**src/rtl/alu_share_rr_pkg.sv**
```systemverilog
// Shared opcode, result types and the width-generic ALU evaluation function
// for the round-robin shared ALU.
package alu_share_pkg;

  // Widest datapath alu_eval supports; callers zero-extend and pass their width.
  localparam int unsigned MAX_W = 64;

  typedef enum logic [2:0] {
    OP_ADD  = 3'b000,
    OP_SUB  = 3'b001,
    OP_AND  = 3'b010,
    OP_OR   = 3'b011,
    OP_XOR  = 3'b100,
    OP_SHL  = 3'b101,
    OP_SHR  = 3'b110,
    OP_PASS = 3'b111
  } alu_op_e;

  typedef struct packed {
    logic [MAX_W-1:0] data;
    logic             carry;
    logic             zero;
  } alu_res_t;

  // Operands must already be confined to the low w bits; result is masked to w bits.
  function automatic alu_res_t alu_eval(input alu_op_e          op,
                                        input logic [MAX_W-1:0] a,
                                        input logic [MAX_W-1:0] b,
                                        input int unsigned      sh,
                                        input int unsigned      w);
    alu_res_t         r;
    logic [MAX_W:0]   wide;
    logic [MAX_W-1:0] mask;
    r    = '0;
    wide = '0;
    mask = (w >= MAX_W) ? '1 : ((MAX_W'(1) << w) - MAX_W'(1));
    case (op)
      OP_ADD: begin
        wide    = {1'b0, a} + {1'b0, b};
        r.data  = wide[MAX_W-1:0];
        r.carry = ((wide >> w) != '0);
      end
      OP_SUB: begin
        r.data  = a - b;
        r.carry = (a < b);
      end
      OP_AND:  r.data = a & b;
      OP_OR:   r.data = a | b;
      OP_XOR:  r.data = a ^ b;
      OP_SHL:  r.data = a << sh;
      OP_SHR:  r.data = a >> sh;
      default: r.data = a;
    endcase
    r.data = r.data & mask;
    r.zero = (r.data == '0);
    return r;
  endfunction

endpackage

```
**src/rtl/alu_share_rr_if.sv**
```systemverilog
// Request/response bundle for the shared ALU: per-channel valid/ready requests
// in, one tagged response stream with backpressure out.
interface alu_share_rr_if #(
  parameter int unsigned WIDTH  = 8,
  parameter int unsigned NUM_CH = 4
);
  localparam int unsigned CH_W = (NUM_CH > 1) ? $clog2(NUM_CH) : 1;

  logic [NUM_CH-1:0]       req_valid;
  logic [NUM_CH-1:0]       req_ready;
  logic [3*NUM_CH-1:0]     req_op;
  logic [WIDTH*NUM_CH-1:0] req_a;
  logic [WIDTH*NUM_CH-1:0] req_b;
  logic                    rsp_valid;
  logic                    rsp_ready;
  logic [CH_W-1:0]         rsp_ch;
  logic [WIDTH-1:0]        rsp_data;
  logic                    rsp_carry;
  logic                    rsp_zero;

  modport master (
    output req_valid, req_op, req_a, req_b, rsp_ready,
    input  req_ready, rsp_valid, rsp_ch, rsp_data, rsp_carry, rsp_zero
  );

  modport slave (
    input  req_valid, req_op, req_a, req_b, rsp_ready,
    output req_ready, rsp_valid, rsp_ch, rsp_data, rsp_carry, rsp_zero
  );
endinterface

```
**src/rtl/alu_share_rr_arb.sv**
```systemverilog
// Round-robin arbiter: one-hot grant from req/enable, searching from the
// channel after the last one granted.
module rr_arbiter #(
  parameter int unsigned N = 4
) (
  input  logic         clk,
  input  logic         rst_n,
  input  logic [N-1:0] req_i,
  input  logic         en_i,
  output logic [N-1:0] gnt_o
);
  localparam int unsigned PW = (N > 1) ? $clog2(N) : 1;

  logic [PW-1:0] last_q, last_d;
  logic [PW-1:0] win;
  logic [PW-1:0] sel;
  logic [N-1:0]  gnt;
  logic          found;
  int unsigned   idx;

  always_comb begin
    gnt   = '0;
    win   = last_q;
    found = 1'b0;
    idx   = 0;
    sel   = '0;
    for (int unsigned off = 1; off <= N; off++) begin
      idx = int'(last_q) + off;
      if (idx >= N) idx = idx - N;
      sel = PW'(idx);
      if (!found && req_i[sel]) begin
        found    = 1'b1;
        gnt[sel] = 1'b1;
        win      = sel;
      end
    end
    gnt_o  = en_i ? gnt : '0;
    last_d = (en_i && found) ? win : last_q;
  end

  // Reset to the last channel so channel 0 is searched first.
  always_ff @(posedge clk or negedge rst_n) begin
    if (!rst_n) last_q <= PW'(N - 1);
    else        last_q <= last_d;
  end

endmodule

```
**src/rtl/alu_share_rr.sv**
```systemverilog
// NUM_CH requesters share one registered ALU: round-robin grant into an operand
// register (S1), combinational ALU, and a backpressured output register (S2).
module alu_share_rr
  import alu_share_pkg::*;
#(
  parameter int unsigned WIDTH  = 8,
  parameter int unsigned NUM_CH = 4
) (
  input  logic             clk,
  input  logic             rst_n,
  alu_share_rr_if.slave    bus,
  output logic             busy
);
  localparam int unsigned CH_W = (NUM_CH > 1) ? $clog2(NUM_CH) : 1;
  localparam int unsigned SH_W = $clog2(WIDTH);

  logic             v1_q, v1_d;
  alu_op_e          op_q, op_d;
  logic [WIDTH-1:0] a_q, a_d, b_q, b_d;
  logic [CH_W-1:0]  ch_q, ch_d;

  logic             rsp_valid_q, rsp_valid_d;
  logic [WIDTH-1:0] rsp_data_q, rsp_data_d;
  logic [CH_W-1:0]  rsp_ch_q, rsp_ch_d;
  logic             rsp_carry_q, rsp_carry_d;
  logic             rsp_zero_q, rsp_zero_d;

  logic [NUM_CH-1:0] gnt;
  logic              s2_free, advance, grant_ok, accept;
  logic [CH_W-1:0]   sel_ch;
  logic [2:0]        sel_op;
  logic [WIDTH-1:0]  sel_a, sel_b;
  alu_res_t          res;
  logic              unused_alu;

  assign s2_free  = !rsp_valid_q || bus.rsp_ready;
  assign advance  = v1_q && s2_free;
  assign grant_ok = (!v1_q || s2_free) && rst_n;
  assign accept   = |gnt;

  rr_arbiter #(.N(NUM_CH)) u_arb (
    .clk   (clk),
    .rst_n (rst_n),
    .req_i (bus.req_valid),
    .en_i  (grant_ok),
    .gnt_o (gnt)
  );

  always_comb begin
    sel_ch = '0;
    sel_op = '0;
    sel_a  = '0;
    sel_b  = '0;
    for (int unsigned i = 0; i < NUM_CH; i++) begin
      if (gnt[i]) begin
        sel_ch = CH_W'(i);
        sel_op = bus.req_op[3*i +: 3];
        sel_a  = bus.req_a[WIDTH*i +: WIDTH];
        sel_b  = bus.req_b[WIDTH*i +: WIDTH];
      end
    end
  end

  assign res = alu_eval(op_q, MAX_W'(a_q), MAX_W'(b_q),
                        int'(b_q[SH_W-1:0]), WIDTH);
  assign unused_alu = ^res.data;

  // A grant is only issued when S1 is empty or draining, so loading S1 has priority.
  always_comb begin
    v1_d        = v1_q;
    op_d        = op_q;
    a_d         = a_q;
    b_d         = b_q;
    ch_d        = ch_q;
    rsp_valid_d = rsp_valid_q;
    rsp_data_d  = rsp_data_q;
    rsp_ch_d    = rsp_ch_q;
    rsp_carry_d = rsp_carry_q;
    rsp_zero_d  = rsp_zero_q;
    if (accept) begin
      v1_d = 1'b1;
      op_d = alu_op_e'(sel_op);
      a_d  = sel_a;
      b_d  = sel_b;
      ch_d = sel_ch;
    end else if (advance) begin
      v1_d = 1'b0;
    end
    if (advance) begin
      rsp_valid_d = 1'b1;
      rsp_data_d  = res.data[WIDTH-1:0];
      rsp_ch_d    = ch_q;
      rsp_carry_d = res.carry;
      rsp_zero_d  = res.zero;
    end else if (bus.rsp_ready) begin
      rsp_valid_d = 1'b0;
    end
  end

  always_ff @(posedge clk or negedge rst_n) begin
    if (!rst_n) begin
      v1_q        <= 1'b0;
      op_q        <= OP_ADD;
      a_q         <= '0;
      b_q         <= '0;
      ch_q        <= '0;
      rsp_valid_q <= 1'b0;
      rsp_data_q  <= '0;
      rsp_ch_q    <= '0;
      rsp_carry_q <= 1'b0;
      rsp_zero_q  <= 1'b0;
    end else begin
      v1_q        <= v1_d;
      op_q        <= op_d;
      a_q         <= a_d;
      b_q         <= b_d;
      ch_q        <= ch_d;
      rsp_valid_q <= rsp_valid_d;
      rsp_data_q  <= rsp_data_d;
      rsp_ch_q    <= rsp_ch_d;
      rsp_carry_q <= rsp_carry_d;
      rsp_zero_q  <= rsp_zero_d;
    end
  end

  assign bus.req_ready = gnt;
  assign bus.rsp_valid = rsp_valid_q;
  assign bus.rsp_data  = rsp_data_q;
  assign bus.rsp_ch    = rsp_ch_q;
  assign bus.rsp_carry = rsp_carry_q;
  assign bus.rsp_zero  = rsp_zero_q;
  assign busy          = v1_q || rsp_valid_q;

endmodule

```
**src/flat_wrapper.sv**
```systemverilog
// flat-port wrapper written by rule: the top's interface ports become plain ports
module alu_share_rr_flat import alu_share_pkg::*;
#(
  parameter int unsigned WIDTH  = 8,
  parameter int unsigned NUM_CH = 4
)
  (clk, rst_n, busy, bus_req_valid, bus_req_op, bus_req_a, bus_req_b, bus_rsp_ready, bus_req_ready, bus_rsp_valid, bus_rsp_ch, bus_rsp_data, bus_rsp_carry, bus_rsp_zero);
  alu_share_rr_if #(.WIDTH(WIDTH), .NUM_CH(NUM_CH)) bus_i ();
  input  logic clk;
  input  logic rst_n;
  output logic busy;
  input wire logic [$bits(bus_i.req_valid)-1:0] bus_req_valid;
  input wire logic [$bits(bus_i.req_op)-1:0] bus_req_op;
  input wire logic [$bits(bus_i.req_a)-1:0] bus_req_a;
  input wire logic [$bits(bus_i.req_b)-1:0] bus_req_b;
  input wire logic [$bits(bus_i.rsp_ready)-1:0] bus_rsp_ready;
  output wire logic [$bits(bus_i.req_ready)-1:0] bus_req_ready;
  output wire logic [$bits(bus_i.rsp_valid)-1:0] bus_rsp_valid;
  output wire logic [$bits(bus_i.rsp_ch)-1:0] bus_rsp_ch;
  output wire logic [$bits(bus_i.rsp_data)-1:0] bus_rsp_data;
  output wire logic [$bits(bus_i.rsp_carry)-1:0] bus_rsp_carry;
  output wire logic [$bits(bus_i.rsp_zero)-1:0] bus_rsp_zero;
  assign bus_i.req_valid = bus_req_valid;
  assign bus_i.req_op = bus_req_op;
  assign bus_i.req_a = bus_req_a;
  assign bus_i.req_b = bus_req_b;
  assign bus_i.rsp_ready = bus_rsp_ready;
  assign bus_req_ready = bus_i.req_ready;
  assign bus_rsp_valid = bus_i.rsp_valid;
  assign bus_rsp_ch = bus_i.rsp_ch;
  assign bus_rsp_data = bus_i.rsp_data;
  assign bus_rsp_carry = bus_i.rsp_carry;
  assign bus_rsp_zero = bus_i.rsp_zero;
  alu_share_rr #(.WIDTH(WIDTH), .NUM_CH(NUM_CH)) u_core (.clk(clk), .rst_n(rst_n), .bus(bus_i), .busy(busy));
endmodule
```
**config.mk**
```make
export PLATFORM = sky130hd
export DESIGN_NAME = alu_share_rr_flat
export DESIGN_NICKNAME = d
export VERILOG_FILES = /design/src/rtl/alu_share_rr_pkg.sv /design/src/rtl/alu_share_rr_if.sv /design/src/rtl/alu_share_rr_arb.sv /design/src/rtl/alu_share_rr.sv /design/src/flat_wrapper.sv
export SDC_FILE = /design/constraint.sdc
export NUM_CORES = 1
export LEC_CHECK = 0
export BUFFER_PORTS_ARGS = -buffer_cell sky130_fd_sc_hd__buf_2
export CAP_MARGIN = 10
export CORE_MARGIN = 2
export CORE_UTILIZATION = 40
export DETAILED_ROUTE_END_ITERATION = 16
export GPL_ROUTABILITY_DRIVEN = 1
export HOLD_SLACK_MARGIN = 0.05
export PLACE_DENSITY = 0.74
export SETUP_SLACK_MARGIN = 0.5
export SLEW_MARGIN = 20
export SYNTH_ARGS = -nofsm -noshare
export SYNTH_HDL_FRONTEND = slang
export SYNTH_SLANG_ARGS = --single-unit
```
**constraint.sdc**
```tcl
create_clock -name clk -period 5 [get_ports clk]
set_input_delay 1 -clock clk [delete_from_list [all_inputs] [get_ports clk]]
set_output_delay 1 -clock clk [all_outputs]
set_load 0.02 [all_outputs]
```
Word-level counts from Yosys, hierarchy flattened:

Cells that the tools add are included.

* register bits after elaboration: 37
* output and inout bits: 18
* word-level logic and storage cells: 128

* add/subtract/negate cells: 10
* $lt $le $gt $ge: 13
* equality and inequality tests: 6
* shift operators: 2
* multiplexer cells: 54
* bitwise logic cells: 6
* reductions and logical operators: 26

Operators with widths (number)
* 65-bit nonzero test: 1
* 64-bit logical NOT: 1
* 8-bit two-way mux: 8
* 8-bit one-hot mux with 7 select lines: 1
* 2-bit two-way mux: 10
* 4-bit two-way mux: 5
* 1-bit two-way mux: 17
* 2-bit by 3-bit < comparator with 1-bit output (second input constant): 4
* 3-bit two-way mux: 4
* 4-bit bitwise OR: 3
* 1-bit logical AND: 10
* 8-bit by 8-bit adder with 9-bit output: 1
* 3-bit equality test (second input constant): 3
* 3-bit greater-or-equal comparator (second input constant): 3
* 8-bit AND: 1
* 1-bit binary-select mux with 2-bit select: 4
* 1-bit demux with 2-bit select: 4
* 2-bit by 1-bit greater-or-equal comparator with 1-bit output (second input constant): 4
* 8-bit < comparator: 1
* 8-bit bitwise OR: 1
* 8-bit by 3-bit left shift with 8-bit output: 1
* 8-bit by 3-bit right shift with 8-bit output: 1
* 2-bit by 1-bit subtractor with 2-bit output (second input constant): 4
* 8-bit subtractor: 1
* other kinds (15): 24

Logic depth before layout (Yosys ltp):

* word-level depth: 20
* mapped depth: 13

Hierarchy:

Synthesis repeated with hierarchy kept, for this count alone.

* cells, all modules: 483
* area, all modules: 4184.0 sq um

Modules (own cells, without submodules)
* alu_share_rr: instances 1, cells each 401, area each 3469.6 sq um
* rr_arbiter: instances 1, cells each 82, area each 714.4 sq um

Worst setup path before layout:

Ideal clock, no wire load.

* path type: in2out
* start point: input port bus_req_valid[1]
* end point: output port bus_req_ready[3]
* arrival time: 2.961 ns
* required time: 4.000 ns
* path slack: 1.039 ns
* cell stages on the path: 8
* path through: clkbuf_2 mux4_2 a2111o_1 a21oi_1 a311oi_4 nor2_4 buf_4 buf_2

* longest elaborated chain between the ends: 13

Ends and longest elaborated chain
* from (decl): line flat_wrapper.sv:12 `input wire logic [$bits(bus_i.req_valid)-1:0] bus_req_valid;`
* 1-bit binary-select mux with 2-bit select: line alu_share_rr_arb.sv:31 `if (!found && req_i[sel]) begin`
* 1-bit two-way mux (implied by the code): line alu_share_rr_arb.sv:31
* 1-bit two-way mux: line alu_share_rr_arb.sv:31
* 1-bit logical NOT: line alu_share_rr_arb.sv:31
* 1-bit logical AND: line alu_share_rr_arb.sv:31
* 1-bit two-way mux: line alu_share_rr_arb.sv:31
* 1-bit logical NOT: line alu_share_rr_arb.sv:31
* 1-bit logical AND: line alu_share_rr_arb.sv:31
* 1-bit two-way mux: line alu_share_rr_arb.sv:31
* 1-bit logical NOT: line alu_share_rr_arb.sv:31
* 1-bit logical AND: line alu_share_rr_arb.sv:31
* 4-bit two-way mux (*): line alu_share_rr_arb.sv:31
* 4-bit two-way mux (*): line alu_share_rr_arb.sv:37 `gnt_o = en_i ? gnt : '0;`
* to (decl): line flat_wrapper.sv:17 `output wire logic [$bits(bus_i.req_ready)-1:0] bus_req_ready;`

Every way passes the cells marked *; elsewhere a longest branch is shown, timed or not. The select of a mux whose other input is x is not followed.

Final worst setup path:

* start point: register u_core.u_arb.last_q[0]
* end point: output port bus_req_ready[3]

* longest elaborated chain between the ends: 16

Ends and longest elaborated chain
* from (decl): line alu_share_rr_arb.sv:14 `logic [PW-1:0] last_q, last_d;`
* from (signal assigned): line alu_share_rr_arb.sv:43 `if (!rst_n) last_q <= PW'(N - 1);`
* from (signal assigned): line alu_share_rr_arb.sv:44 `else last_q <= last_d;`
* branches (longest 14 deep; another with 2-bit by 1-bit adder with 3-bit output)
* 4-bit two-way mux (*): line alu_share_rr_arb.sv:31
* 4-bit two-way mux (*): line alu_share_rr_arb.sv:37

Every way passes the cells marked *. The select of a mux whose other input is x is not followed.

==> results.md <==
- Run status: finished, final reports clean
- Startpoint of the lowest-slack register-to-register path: u_core.u_arb.last_q[0]$_DFFE_PN1P_
- Slew at the pin with the worst max-slew slack: 0.956 ns
- Dominant combinational cell family by area after synthesis: compound AO/OA/AOI/OAI gates
- Share of the cycle needed by the critical path after routing: 0.850
- Placement row count: 36
- Post-place instance area: 4600 um2
- Number of nets produced by synthesis: 593
- Final design utilization: 0.481
- Clock tree from TritonCTS: built
- Area used by multi-input combinational logic: 2840 um2
- Count leader, synth: nand2_1
- Compound-cell area share of the yosys netlist: 0.297
- Type of the worst setup path: flop to output port
- Simple-gate share of the synthesized area: 0.168
- Nets: 671
- Number of DRC markers after the initial detailed-route iteration: 286
- Post-Syn Area per Cell: 8.57 um2
- Hold Buf Count CTS: 0
- Global Route Usage Sum: 0.212
- Post-Syn Instances: 475
- CTS Root Buffer Type: clkbuf_8
- Pin count of the biggest net entering global routing: 39
- Launching element type of the critical path: flop
- Diode count: 0
- Sum of internal, switching and leakage power: 0.00359 W
- RSZ-0062 raised after global routing: false
- Final setup viols: 0
- Sink count of the clock tree: 37
- Worst Path Arrival: 3.25 ns
- R2R depth: 10
- Die boundary height: 105 um
- Worst reg2reg endpoint: u_core.a_q[1]$_DFFE_PN0P_
- Final design area excluding fillers: 4720 um2
- Number of I/O port buffers: 100
- Leading post-synthesis cells by cell area: dfrtp_1, ha_1, mux4_2
- Post CTS Setup Buffer Count: 0
- Fraction of the mapped netlist area in adder cells: 0.111
- GRT overflow: 0
- FFs w/ async S/R, synth: 1.00
- Maximum capacitance violations: 0
- Vias in the first global route: 3994
- Tightest slew margin relative to the limit: 0.358
- Number of design rule violations left after detail routing: 0
- GPL Wtd Cong: 0.977
- Most used flip-flop cell after synthesis: dfrtp_1
- Worst Skew: 0.00909 ns
- Count of flip-flops with a built-in enable after synthesis: 0
- Highest Clock Rate: 235 MHz
- Drt total wl: 11400 um
- Post-Synthesis Cell Area: 4070 um2
- Share of synthesized area occupied by flip-flops and latches: 0.228
- Min-delay worst type: flop to flop
- Multiplexer share of the synthesized area: 0.108
- Router iterations before antenna repair: 7
- Maximum root-to-sink buffer count: 2
- Placeable Area: 9820 um2
- Global-route wire length before repair: 19300 um
- Final number of max-transition violations: 0
- Endpoint required time on the critical path: 4.00 ns
- Layout overhead on the synthesized area: 15.9%
- Flip-flop and latch count after synthesis: 37
- Initial cell density of the core: 0.415
- Tmin final: 4.25 ns
- Worst setup path start: u_core.u_arb.last_q[0]$_DFFE_PN1P_
- Drt wl/cell: 16.6 um
- XOR/XNOR Fraction of Synth Area: 0.0108
- Total negative slack: 0 ns
- Vias per Instance: 5.88
- Number of warnings printed during yosys synthesis: 0
- Top-area cell type share of the netlist area: 0.215
- Final hold vios: 0
- Clock buffers created by TritonCTS: 5
- Unique cell type count in the Yosys netlist: 71
- Most numerous cell types in the synthesized netlist: nand2_1, dfrtp_1, ha_1, inv_1, o21ai_0
- Maximum net fanout on the critical path: 28
- Number of antenna violations at the first check in global routing: 0
- Storage cell area: 928 um2
- Filler Cells Inserted: 968
- Area of the die: 11000 um2
- Chip width: 105 um
- Post-CTS sizing: 0
- Clock-pin slew reported for the worst setup and hold paths after clock tree synthesis: 0.07 ns
- Library cell occupying the most area in the post-synthesis netlist: dfrtp_1
- FF-to-FF setup slack: 1.17 ns
- Static leakage: 2.09 nW
- Sum of net half-perimeters after detailed placement: 8900 um
- Share of cells above drive strength 1: 0.260
- Count of H-tree levels built during CTS: 2
- Top-level port count: 101
- Maximum VDD drop: 0.000434 V
- Insertion delay to the later sink of the worst-skew pair: 0.30 ns
- Number of nets still failing antenna checks after routing: 0
- Capturing element type of the critical path: output port
- Routed vias: 4037
- Worst Setup EP: bus_req_ready[3]
- Worst slack on hold paths: 0.476 ns
- Power density relative to cell area: 760 nW/um2
## final cells by class
cell class                 instances  share of cell area
sequential                        37               0.197
tap                              133              0.0353
multi-input combinational        369               0.601
timing repair buffer             106               0.116
inverter                          34              0.0270
clock buffer                       5              0.0146
clock inverter                     3             0.00981
## per-layer routing
| metal | share of wire | vias to the layer above | global-route usage |
|---|---|---|---|
| met3 | 0.050 | 21 | 0.0231 |
| li1 | - | 1930 | - |
| met4 | 0.021 | 0 | 0.0695 |
| met1 | 0.43 | 1912 | 0.274 |
| met5 | 0 | - | 0 |
| met2 | 0.50 | 174 | 0.367 |
## registers in the layout, indices dropped and copies added, names as in the netlist, 2 cells and up
name	count
u_core.u_arb.last_q	2
u_core.op_q	3
u_core.bus.rsp_ch	2
u_core.bus.rsp_data	8
u_core.a_q	8
u_core.b_q	8
u_core.ch_q	2
## cells in the final DEF, fill, tap and decap left out, types with 9 or more instances in the layout
master | synthesis | final
a22oi_1 | 28 | 28
mux2i_1 | 10 | 10
o211ai_1 | 15 | 15
nor3_1 | 17 | 17
inv_1 | 33 | 33
mux4_2 | 12 | 12
nor2_1 | 23 | 23
a21oi_1 | 18 | 18
nand2_1 | 47 | 47
ha_1 | 33 | 33
a31oi_1 | 10 | 10
o21ai_0 | 29 | 29
a221o_1 | 9 | 9
buf_2 | 12 | 100
dfrtp_1 | 35 | 35
## logic make-up (layout without fill, tap and decap cells)
kind of cell,Yosys count,after routing
adders and majority gates,35,35
AOI/OAI and AO/OA,167,167
and+or+nand+nor,134,134
xor gates and xnor gates,5,5
buffers and inverters,69,148
muxes,28,28
DFF,37,37
## how the worst min path moves through the flow
stage | from | end | slack, ns | depth (start not counted)
final | u_core.bus.rsp_data[4]$_DFFE_PN0P_ | u_core.bus.rsp_data[4]$_DFFE_PN0P_ | 0.48 | 2
after floorplan | u_core.ch_q[1]$_DFFE_PN0P_ | u_core.ch_q[1]$_DFFE_PN0P_ | 0.45 | 1
after global placement | u_core.bus.rsp_carry$_DFFE_PN0P_ | u_core.bus.rsp_carry$_DFFE_PN0P_ | 0.46 | 1
after CTS | u_core.bus.rsp_data[4]$_DFFE_PN0P_ | u_core.bus.rsp_data[4]$_DFFE_PN0P_ | 0.49 | 2
after global routing | u_core.bus.rsp_carry$_DFFE_PN0P_ | u_core.bus.rsp_carry$_DFFE_PN0P_ | 0.51 | 1
after detailed placement | u_core.bus.rsp_data[4]$_DFFE_PN0P_ | u_core.bus.rsp_data[4]$_DFFE_PN0P_ | 0.47 | 2
## through the flow
stage	cells	setup slack, ns
after detailed placement	679	0.797
after floorplan	475	1.04
after global routing	687	0.522
final	687	0.751
after global placement	679	0.849
after CTS	687	0.751
## report_power, final
part / leakage (nW) / switching [W] / internal (W)
clock: 0.0543 / 0.000116 / 0.000149
combinational: 1.59 / 0.00143 / 0.00114
sequential: 0.452 / 0.000293 / 0.000460
total: 2.09 / 0.00184 / 0.00175
## worst max-delay path, cell delays in order, from the launching register on
cell and delay [ns]:
dfstp_2 0.77, inv_1 0.18, ha_1 0.37, mux4_2 0.39
and2_4 0.20, a311oi_4 0.46, nor2_4 0.13, buf_4 0.26
buf_2 0.19
No activity file was read; power rests on OpenSTA's default activity.
